<file path="src/rtl/mem_access_unit_pkg.sv">
// Shared RV32I memory-stage definitions: opcodes, funct3 codes, FSM states,
// exception codes and instruction-class helpers.
package riscv_mem_pkg;

    localparam logic [6:0] OP_LOAD   = 7'b0000011;
    localparam logic [6:0] OP_STORE  = 7'b0100011;
    localparam logic [6:0] OP_IMM    = 7'b0010011;
    localparam logic [6:0] OP_REG    = 7'b0110011;
    localparam logic [6:0] OP_LUI    = 7'b0110111;
    localparam logic [6:0] OP_AUIPC  = 7'b0010111;
    localparam logic [6:0] OP_JAL    = 7'b1101111;
    localparam logic [6:0] OP_JALR   = 7'b1100111;
    localparam logic [6:0] OP_SYSTEM = 7'b1110011;

    localparam logic [2:0] F3_B  = 3'b000;
    localparam logic [2:0] F3_H  = 3'b001;
    localparam logic [2:0] F3_W  = 3'b010;
    localparam logic [2:0] F3_BU = 3'b100;
    localparam logic [2:0] F3_HU = 3'b101;

    typedef enum logic [1:0] {IDLE, REQ, WAIT_R, RESP} state_t;

    typedef enum logic [1:0] {
        EXC_NONE     = 2'd0,
        EXC_MISALIGN = 2'd1,
        EXC_TIMEOUT  = 2'd2
    } exc_t;

    // Non-memory opcodes that produce a register result.
    function automatic logic writes_rd(input logic [6:0] op);
        return (op == OP_IMM) || (op == OP_REG) || (op == OP_LUI) || (op == OP_AUIPC) ||
               (op == OP_JAL) || (op == OP_JALR) || (op == OP_SYSTEM);
    endfunction

endpackage

</file>
<file path="src/rtl/mem_access_unit_lsu_align.sv">
// Sub-word lane steering: byte enables and store data replication, load byte/half
// extraction with sign/zero extension, and alignment checking.
module lsu_align
    import riscv_mem_pkg::*;
(
    input  logic        store,
    input  logic [2:0]  funct3,
    input  logic [1:0]  addr_lo,
    input  logic [31:0] rs2,
    input  logic [31:0] rdata,
    output logic [3:0]  be,
    output logic [31:0] wdata,
    output logic [31:0] load_data,
    output logic        misaligned
);

    logic [31:0] shifted;

    assign shifted = rdata >> {addr_lo, 3'b000};

    always_comb begin
        be         = 4'b1111;
        wdata      = '0;
        load_data  = '0;
        misaligned = 1'b0;
        case (funct3)
            F3_B:    misaligned = 1'b0;
            F3_H:    misaligned = addr_lo[0];
            F3_W:    misaligned = (addr_lo != 2'b00);
            F3_BU:   misaligned = store;
            F3_HU:   misaligned = store | addr_lo[0];
            default: misaligned = 1'b1;
        endcase
        if (store) begin
            case (funct3)
                F3_B: begin
                    be    = 4'b0001 << addr_lo;
                    wdata = {4{rs2[7:0]}};
                end
                F3_H: begin
                    be    = 4'b0011 << addr_lo;
                    wdata = {2{rs2[15:0]}};
                end
                default: wdata = rs2;
            endcase
        end
        case (funct3)
            F3_B:    load_data = {{24{shifted[7]}}, shifted[7:0]};
            F3_BU:   load_data = {24'd0, shifted[7:0]};
            F3_H:    load_data = {{16{shifted[15]}}, shifted[15:0]};
            F3_HU:   load_data = {16'd0, shifted[15:0]};
            F3_W:    load_data = rdata;
            default: load_data = '0;
        endcase
    end

endmodule

</file>
<file path="src/rtl/mem_access_unit.sv">
// Handshaked RV32I memory-access stage: one outstanding load/store on a
// req/gnt/rvalid bus, with misalignment and bus-timeout reporting.
module mem_access_unit
    import riscv_mem_pkg::*;
#(
    parameter int unsigned ADDR_W    = 32,
    parameter int unsigned TIMEOUT   = 16,
    parameter int unsigned PASS_LAT0 = 0
) (
    input  logic              clk,
    input  logic              rst_n,
    input  logic              in_valid,
    output logic              in_ready,
    input  logic [31:0]       in_pc,
    input  logic [31:0]       in_ir,
    input  logic [31:0]       in_alu_out,
    input  logic [31:0]       in_rs2_data,
    output logic              out_valid,
    input  logic              out_ready,
    output logic [31:0]       out_pc,
    output logic [31:0]       out_ir,
    output logic [31:0]       out_alu_out,
    output logic [31:0]       out_load_data,
    output logic              out_rd_we,
    output logic [1:0]        out_exc,
    output logic              dmem_req,
    output logic              dmem_we,
    output logic [ADDR_W-1:0] dmem_addr,
    output logic [3:0]        dmem_be,
    output logic [31:0]       dmem_wdata,
    input  logic              dmem_gnt,
    input  logic              dmem_rvalid,
    input  logic [31:0]       dmem_rdata
);

    localparam int unsigned    CNT_W   = 16;
    localparam logic [CNT_W-1:0] TO_LAST = (TIMEOUT == 0) ? '0 : CNT_W'(TIMEOUT - 1);

    state_t            state_reg, state_next;
    logic [31:0]       pc_reg, ir_reg, alu_reg, rs2_reg, load_data_reg;
    logic              rd_we_reg;
    exc_t              exc_reg;
    logic [CNT_W-1:0]  cnt_reg;

    logic        in_mem, in_rd_we, pass_now, accept, use_in, timeout_hit, reg_store;
    logic        al_store, al_mis;
    logic [2:0]  al_f3;
    logic [1:0]  al_addr;
    logic [31:0] al_rs2, al_wdata, al_load;
    logic [3:0]  al_be;

    assign in_mem   = (in_ir[6:0] == OP_LOAD) || (in_ir[6:0] == OP_STORE);
    assign in_rd_we = !in_mem && writes_rd(in_ir[6:0]) && (in_ir[11:7] != 5'd0);
    assign pass_now = (PASS_LAT0 != 0) && (state_reg == IDLE) && in_valid && !in_mem;
    assign reg_store = (ir_reg[6:0] == OP_STORE);
    assign timeout_hit = (TIMEOUT != 0) && (cnt_reg == TO_LAST);

    // The aligner sees the incoming bundle while accepting, the captured one otherwise.
    assign use_in   = (state_reg == IDLE) || (state_reg == RESP);
    assign al_store = use_in ? (in_ir[6:0] == OP_STORE) : reg_store;
    assign al_f3    = use_in ? in_ir[14:12] : ir_reg[14:12];
    assign al_addr  = use_in ? in_alu_out[1:0] : alu_reg[1:0];
    assign al_rs2   = use_in ? in_rs2_data : rs2_reg;

    lsu_align u_align (
        .store      (al_store),
        .funct3     (al_f3),
        .addr_lo    (al_addr),
        .rs2        (al_rs2),
        .rdata      (dmem_rdata),
        .be         (al_be),
        .wdata      (al_wdata),
        .load_data  (al_load),
        .misaligned (al_mis)
    );

    always_comb begin
        case (state_reg)
            IDLE:    in_ready = pass_now ? out_ready : 1'b1;
            RESP:    in_ready = out_ready;
            default: in_ready = 1'b0;
        endcase
    end

    assign accept = in_valid && in_ready && !pass_now;

    always_comb begin
        state_next = state_reg;
        case (state_reg)
            IDLE, RESP: begin
                if (state_reg == RESP && out_ready) state_next = IDLE;
                if (accept) state_next = (in_mem && !al_mis) ? REQ : RESP;
            end
            REQ: begin
                if (dmem_gnt)         state_next = reg_store ? RESP : WAIT_R;
                else if (timeout_hit) state_next = RESP;
            end
            WAIT_R: begin
                if (dmem_rvalid || timeout_hit) state_next = RESP;
            end
            default: state_next = IDLE;
        endcase
    end

    always_ff @(posedge clk or negedge rst_n) begin
        if (!rst_n) begin
            state_reg     <= IDLE;
            pc_reg        <= '0;
            ir_reg        <= '0;
            alu_reg       <= '0;
            rs2_reg       <= '0;
            load_data_reg <= '0;
            rd_we_reg     <= 1'b0;
            exc_reg       <= EXC_NONE;
            cnt_reg       <= '0;
        end else begin
            state_reg <= state_next;
            cnt_reg   <= (state_next != state_reg) ? '0 : cnt_reg + 1'b1;
            if (accept) begin
                pc_reg        <= in_pc;
                ir_reg        <= in_ir;
                alu_reg       <= in_alu_out;
                rs2_reg       <= in_rs2_data;
                load_data_reg <= '0;
                rd_we_reg     <= in_rd_we;
                exc_reg       <= (in_mem && al_mis) ? EXC_MISALIGN : EXC_NONE;
            end else if (state_reg == WAIT_R && dmem_rvalid) begin
                load_data_reg <= al_load;
                rd_we_reg     <= (ir_reg[11:7] != 5'd0);
            end else if ((state_reg == REQ && !dmem_gnt && timeout_hit) ||
                         (state_reg == WAIT_R && timeout_hit)) begin
                exc_reg       <= EXC_TIMEOUT;
                rd_we_reg     <= 1'b0;
                load_data_reg <= '0;
            end
        end
    end

    assign out_valid     = (state_reg == RESP) || pass_now;
    assign out_pc        = pass_now ? in_pc : pc_reg;
    assign out_ir        = pass_now ? in_ir : ir_reg;
    assign out_alu_out   = pass_now ? in_alu_out : alu_reg;
    assign out_load_data = pass_now ? '0 : load_data_reg;
    assign out_rd_we     = pass_now ? in_rd_we : rd_we_reg;
    assign out_exc       = pass_now ? EXC_NONE : exc_reg;

    assign dmem_req   = (state_reg == REQ);
    assign dmem_we    = dmem_req && reg_store;
    assign dmem_addr  = dmem_req ? {alu_reg[ADDR_W-1:2], 2'b00} : '0;
    assign dmem_be    = dmem_req ? al_be : 4'b0000;
    assign dmem_wdata = dmem_req ? al_wdata : '0;

endmodule

</file>
<file path="config.mk">
export PLATFORM = sky130hd
export DESIGN_NAME = mem_access_unit
export DESIGN_NICKNAME = d
export VERILOG_FILES = /design/src/rtl/mem_access_unit_pkg.sv /design/src/rtl/mem_access_unit_lsu_align.sv /design/src/rtl/mem_access_unit.sv
export SDC_FILE = /design/constraint.sdc
export NUM_CORES = 1
export LEC_CHECK = 0
export CAP_MARGIN = 30
export CORE_AREA = 3 3 148 150
export CTS_CLUSTER_DIAMETER = 50
export DETAILED_ROUTE_END_ITERATION = 7
export DIE_AREA = 0 0 151 153
export PLACE_DENSITY = 0.8
export SYNTH_ARGS = -nofsm -noshare
export SYNTH_HDL_FRONTEND = slang
export SYNTH_SLANG_ARGS = --single-unit
</file>
<file path="constraint.sdc">
create_clock -name clk -period 4.1 [get_ports clk]
set_clock_uncertainty 0.2 [all_clocks]
set_input_delay 0.82 -clock clk [delete_from_list [all_inputs] [get_ports clk]]
set_output_delay 0.82 -clock clk [all_outputs]
set_load 0.01 [all_outputs]
</file>
Word-level counts from Yosys, hierarchy flattened
Index checks and enable logic that the tools add are counted. W data, S select, Z words.

Add/subtract/negate cells: 1. Equality and inequality tests: 20. Shifts and indexed selects: 3. Multiplexer cells: 33. Bitwise gates (word level): 1. Reductions and logical operators: 33.

Operator list (count): $mux W32 (7); $pmux W32 S5 (1); $pmux W32 S2 (1); $shr A32 B5 Y16 (1); $eq A7 B6 Y1 const B (4); $eq A7 B7 Y1 const B (3); $mux W2 (10); $add A16 B1 Y16 const B (1); $eq A16 B4 Y1 const B (1); $mux W16 (1); $eq A7 B5 Y1 const B (2); $logic_and A1 B1 Y1 (11); $logic_or A1 B1 Y1 (10); $reduce_bool A5 Y1 (2); $mux W4 (2); $pmux W4 S2 (1); $eq A7 B2 Y1 const B (1); $eq A3 B3 Y1 const B (2); $mux W1 (6); $pmux W2 S3 (1); $pmux W1 S5 (1); $eq A2 B2 Y1 const B (2); $reduce_bool A2 Y1 (2); $shl A1 B2 Y4 const A (1); 15 further kinds (17).

Register bits after elaboration: 181.

Logic depth before layout (Yosys ltp)
Word-level depth: 12. Mapped depth: 11. Mapped depth without buffers: 8.

Cells and area by module
From an unflattened synthesis, not the netlist that was laid out.

Cell total of the unflattened synthesis: 1109. Area total of the unflattened synthesis: 9778.1 µm².

Modules (own cells, without submodules): mem_access_unit (instances 1, cells each 886, area an instance 8247.9 µm²); lsu_align (instances 1, cells each 223, area an instance 1530.2 µm²).

Worst setup path after synthesis
OpenSTA, ideal clock, no wires.

Path type: register -> output. Start: register state_reg[1]. End: output port dmem_wdata[21]. Arrival: 2.562 ns. Data required time: 3.080 ns. Slack: 0.518 ns. Cell stages (with the launch flop): 11. Buffers on the path: 2. Cells stage by stage: dfrtp_1 -> inv_1 -> ha_1 -> buf_4 -> nor3_1 -> a21oi_2 -> nor2_1 -> nor2_1 -> clkbuf_1 -> nor2b_1 -> a211oi_1.

Longest elaborated chain between the ends: 7. Elaborated cells between the ends (all ways): 12.

Ends and longest elaborated chain: start: declaration (RTL line mem_access_unit.sv:39) `state_t state_reg, state_next;`; start signal: assignment (RTL line mem_access_unit.sv:117) `state_reg <= state_next;`; $eq A2 B2 Y1 or $logic_not A2 Y1 (tied branches) (RTL line mem_access_unit.sv:59) `assign use_in = (state_reg == IDLE) || (state_reg == RESP);`; $logic_or A1 B1 Y1 (RTL line mem_access_unit.sv:59); $mux W3 (RTL line mem_access_unit.sv:61) `assign al_f3 = use_in ? in_ir[14:12] : ir_reg[14:12];`; $eq A3 B1 Y1 or $logic_not A3 Y1 (tied branches) (RTL line mem_access_unit_lsu_align.sv:35) `case (funct3)`; $pmux W32 S2 (RTL line mem_access_unit_lsu_align.sv:35); $mux W32 (RTL line mem_access_unit_lsu_align.sv:34) `if (store) begin`; $mux W32 (*) (RTL line mem_access_unit.sv:151) `assign dmem_wdata = dmem_req ? al_wdata : '0;`; end: declaration (RTL line mem_access_unit.sv:30) `output logic [31:0] dmem_wdata,`.

Every way passes the cells marked *; elsewhere a longest branch is shown, timed or not.

Final worst setup path
Start: input port in_ir[2]. End: output port dmem_wdata[15].

Longest elaborated chain between the ends: 4.

Ends and longest elaborated chain: start: declaration (RTL line mem_access_unit.sv:15) `input logic [31:0] in_ir,`; $eq A7 B6 Y1 (RTL line mem_access_unit.sv:60) `assign al_store = use_in ? (in_ir[6:0] == OP_STORE) : reg_store;`; $mux W1 (RTL line mem_access_unit.sv:60); $mux W32 (RTL line mem_access_unit_lsu_align.sv:34); $mux W32 (RTL line mem_access_unit.sv:151).

No other way between the ends.

==> results_tabular.tex <==
\begin{tabular}{lr}
\hline
Metric & Value \\
\hline
\multicolumn{2}{l}{\textbf{Outcome}} \\
\quad Result of the run & finished, final reports clean \\
\multicolumn{2}{l}{\textbf{CTS}} \\
\quad Number of buffers added by the clock tree synthesis step & 17 \\
\quad Later-pin clock latency in the skew report & 0.42 ns \\
\quad Clock transition at the registers of the reported paths & 0.08 ns \\
\quad Clock tree from TritonCTS & yes \\
\quad Depth of the CTS H-tree & 4 \\
\quad Library cell used as clock root buffer & clkbuf\_16 \\
\quad Clock net sink count & 181 \\
\quad Number of buffers between clock root and the deepest sink & 2 \\
\multicolumn{2}{l}{\textbf{Critical path}} \\
\quad Slowest cell on crit path & or4\_4 \\
\quad Largest stage delay on the critical path & 0.56 ns \\
\quad Top Family by Delay on Critical Path & buffers and inverters \\
\quad Cells along the critical path & clkdlybuf4s50\_1 > or4\_4 > o22a\_1 > nand2b\_1 > buf\_12 > a211oi\_1 > dlygate4sd2\_1 \\
\quad Count of buffering cells on the critical path with inverters included & 3 \\
\quad Critical path capture point type & primary output \\
\quad WS Path Type & primary input to primary output \\
\quad Data arrival, critical path & 2.98 ns \\
\quad Type of element launching the critical path & primary input \\
\quad Worst Path Max Fanout & 32 \\
\quad Critical path required time & 3.08 ns \\
\multicolumn{2}{l}{\textbf{Power and ir drop}} \\
\quad Static Leakage & 6.505 nW \\
\quad Net Switching & 4.539 mW \\
\quad Total internal power & 6.354 mW \\
\quad PD cells & 784.6 nW/um\^{}2 \\
\quad Share of power burned in combinational logic & 57.0\% \\
\quad Maximum resistive drop on vdd & 0.4030 mV \\
\quad Switching power share of the total & 41.67\% \\
\quad Clk network pwr share & 15.9\% \\
\quad Part of the power in registers & 27.1\% \\
\multicolumn{2}{l}{\textbf{Finish}} \\
\quad Layout Cell Area excl Fill & 13880 sq um \\
\quad Number of non-filler instances in the completed layout & 1680 \\
\quad Total of fill cells in the finished design & 1699 \\
\quad Share of layout cells above drive strength 1 & 9.046\% \\
\quad Layout overhead on the synthesized area & 53.94\% \\
\quad Net total in the final layout & 1563 \\
\multicolumn{2}{l}{\textbf{GRT}} \\
\quad Global-route track usage on met3 & 6.789\% \\
\quad Met1 demand-to-capacity share in global routing & 34.25\% \\
\quad Global-route layer with the greatest usage & met2 \\
\quad Antenna violations before repair & 1 \\
\quad Overall fraction of global-route tracks in use & 26.01\% \\
\quad Pin count of the biggest net entering global routing & 99 \\
\quad Remaining global-route overflow & 0 \\
\quad Wire length of the first global-routing pass & 47.63 mm \\
\quad Via count of the first global-routing pass & 8902 \\
\quad Met2 track utilization from global routing & 41.41\% \\
\multicolumn{2}{l}{\textbf{Routing}} \\
\quad Number of iterations in the first detailed-routing pass & 5 \\
\quad Total length of routed wires & 30.50 mm \\
\quad Vias & 8830 \\
\quad Wire length per cell after detailed routing & 18.15 um \\
\quad Final antenna-violating net count & 0 \\
\quad Vias/cell & 5.256 \\
\quad Number of remaining DRC errors & 0 \\
\quad Detailed Route Iter0 Violations & 638 \\
\multicolumn{2}{l}{\textbf{Synthesis}} \\
\quad Share of flip-flops with an asynchronous set or reset & 100.0\% \\
\quad Top cell type's share of synthesized area & 50.22\% \\
\quad Distinct cell type count of the synthesized netlist & 61 \\
\quad Mean post-synth cell area & 8.825 sq um \\
\quad Number of flops mapped to enable cells by yosys & 0 \\
\quad Synth warn & 0 \\
\quad Top cells by instance count after synthesis & 395 x nand2\_1, 181 x dfrtp\_1, 53 x nor2\_1, 43 x clkbuf\_1, 33 x and2\_1 \\
\quad Largest cells by area after synthesis & dfrtp\_1 50\%, nand2\_1 16\%, mux2\_2 3.6\% \\
\quad Total of flip-flops plus latches after synthesis & 181 \\
\quad Cell Area, Synth & 9019 sq um \\
\quad Synth Instances & 1022 \\
\quad Largest area contributor in the netlist & dfrtp\_1 \\
\quad Seq/Total Area, Yosys & 50.22\% \\
\quad Leading register cell type out of synthesis & dfrtp\_1 \\
\quad Cell with the most instances after synthesis & nand2\_1 \\
\multicolumn{2}{l}{\textbf{Timing}} \\
\quad Final setup viols & 0 \\
\quad Post-route worst hold slack & 0.1056 ns \\
\quad Worst-margin pin slew & 0.7920 ns \\
\quad Highest clock frequency the design can meet & 0.2501 GHz \\
\quad Final number of max-transition violations & 0 \\
\quad Slew Limit Headroom & 46.85\% \\
\quad Min cycle time layout & 3.998 ns \\
\quad Final setup margin & 0.1019 ns \\
\quad Final Hold Fails & 0 \\
\quad Ratio of final minimum period to clock period & 97.51\% \\
\quad Setup repair after global routing missed its margin & no \\
\multicolumn{2}{l}{\textbf{Placed design}} \\
\quad Number of instances in the placed design & 1645 \\
\quad Post-DP HPWL & 22.51 mm \\
\quad Placement Setup Slack & -0.1848 ns \\
\quad Number of input and output port buffers inserted & 366 \\
\quad Final Wtd Congestion & 0.9392 \\
\quad Instance area at placement & 13180 sq um \\
\multicolumn{2}{l}{\textbf{Run}} \\
\quad Max\_cap viols & 0 \\
\multicolumn{2}{l}{\textbf{Floorplan}} \\
\quad Number of ports placed on the die boundary & 369 \\
\quad Die height & 153 um \\
\quad Row Count & 53 \\
\quad Die Area & 23100 sq um \\
\quad Placeable core region & 20820 sq um \\
\quad Width of the chip & 151 um \\
\quad Initial Utilization & 43.31\% \\
\multicolumn{2}{l}{\textbf{Min path}} \\
\quad Path class of the lowest-slack min-delay path & primary input to asynchronous set/reset pin \\
\hline
\end{tabular}
## cells by family after synthesis
| family | Yosys count | share of synthesized area, % |
|---|---|---|
| flops | 181 | 50.22 |
| other cells | 1 | 0.04158 |
| simple gates | 554 | 26.05 |
| buf+inv | 70 | 3.219 |
| mux | 55 | 6.548 |
| compound gates | 141 | 11.72 |
| xor+xnor | 14 | 1.360 |
| fa+ha+maj | 6 | 0.8324 |
## power groups by stage
| stage | Combinational [mW] | Clock (mW) | Sequential (mW) |
|---|---|---|---|
| final | 6.21 | 1.73 | 2.95 |
| after global routing | 6.72 | 1.84 | 3.04 |
| after CTS | 6.18 | 1.77 | 2.95 |
| after detailed placement | 6.03 | 0 | 2.97 |
| after global placement | 5.94 | 0 | 2.94 |
| after floorplan | 3.03 | 0 | 3.14 |
## per-stage QoR
step	total power, mW	util, %	TNS [ns]
after floorplan	6.171	-	0
after global placement	8.885	63.31	-1.955
after detailed placement	9.000	63.31	-3.055
after CTS	10.89	66.51	0
after global routing	11.61	66.67	0
final	10.89	66.67	0
## area by class of cell
cell class / count / area [sq um] / area share [%]
clock inverters: 15 / 215.2 / 1.550
clock buffers: 17 / 425.4 / 3.064
repair buffers: 408 / 4029 / 29.02
inverters: 11 / 41.29 / 0.2974
well taps: 275 / 344.1 / 2.478
multi-input cells: 772 / 4297 / 30.95
flip-flops and latches: 181 / 4529 / 32.62
diodes: 1 / 2.502 / 0.01802
## timing repair
item,CTS,global route
pin swaps,1,0
gates resized for setup,42,7
setup buffers,1,1
hold buffers,0,0
endpoints found under the setup margin,36,7
## per-layer routing
| metal | part of all wire (%) | wire [um] |
|---|---|---|
| met2 | 48 | 14500 |
| met3 | 7.9 | 2417 |
| met1 | 41 | 12510 |
| met5 | 0 | 0 |
| met4 | 3.5 | 1077 |
## cell usage in the layout, fill, tap and decap left out, types with 8 or more instances in the layout
master and count:
dlygate4sd2_1 32, nand3_1 8, nor3_1 24, and2_1 33, nor2_1 52, xnor2_1 11
nand2_1 395, a221oi_1 9, a221o_1 17, mux2i_1 24, o21ai_0 30, mux2_2 29
dfrtp_1 181, a21oi_1 18, clkbuf_16 17, clkdlybuf4s50_1 329, nor2b_1 10, buf_4 35
a211oi_1 18, inv_1 9
## path summary, 6_finish.rpt
kind	slack (ns)	end	depth (start not counted)	start
setup / recovery	0.10	dmem_wdata[15]	7	in_ir[2]
hold / removal	0.11	out_load_data[10]$_DFFE_PN0P_	1	rst_n
setup reg to reg	0.85	out_load_data[26]$_DFFE_PN0P_	11	state_reg[0]$_DFF_PN0_
hold reg to reg	0.27	cnt_reg[0]$_DFF_PN0_	1	cnt_reg[0]$_DFF_PN0_
max in group asynchronous	2.68	out_ir[13]$_DFFE_PN0P_	2	rst_n
min in group clk	0.27	cnt_reg[0]$_DFF_PN0_	1	cnt_reg[0]$_DFF_PN0_
(Power assumes the default switching activity.)
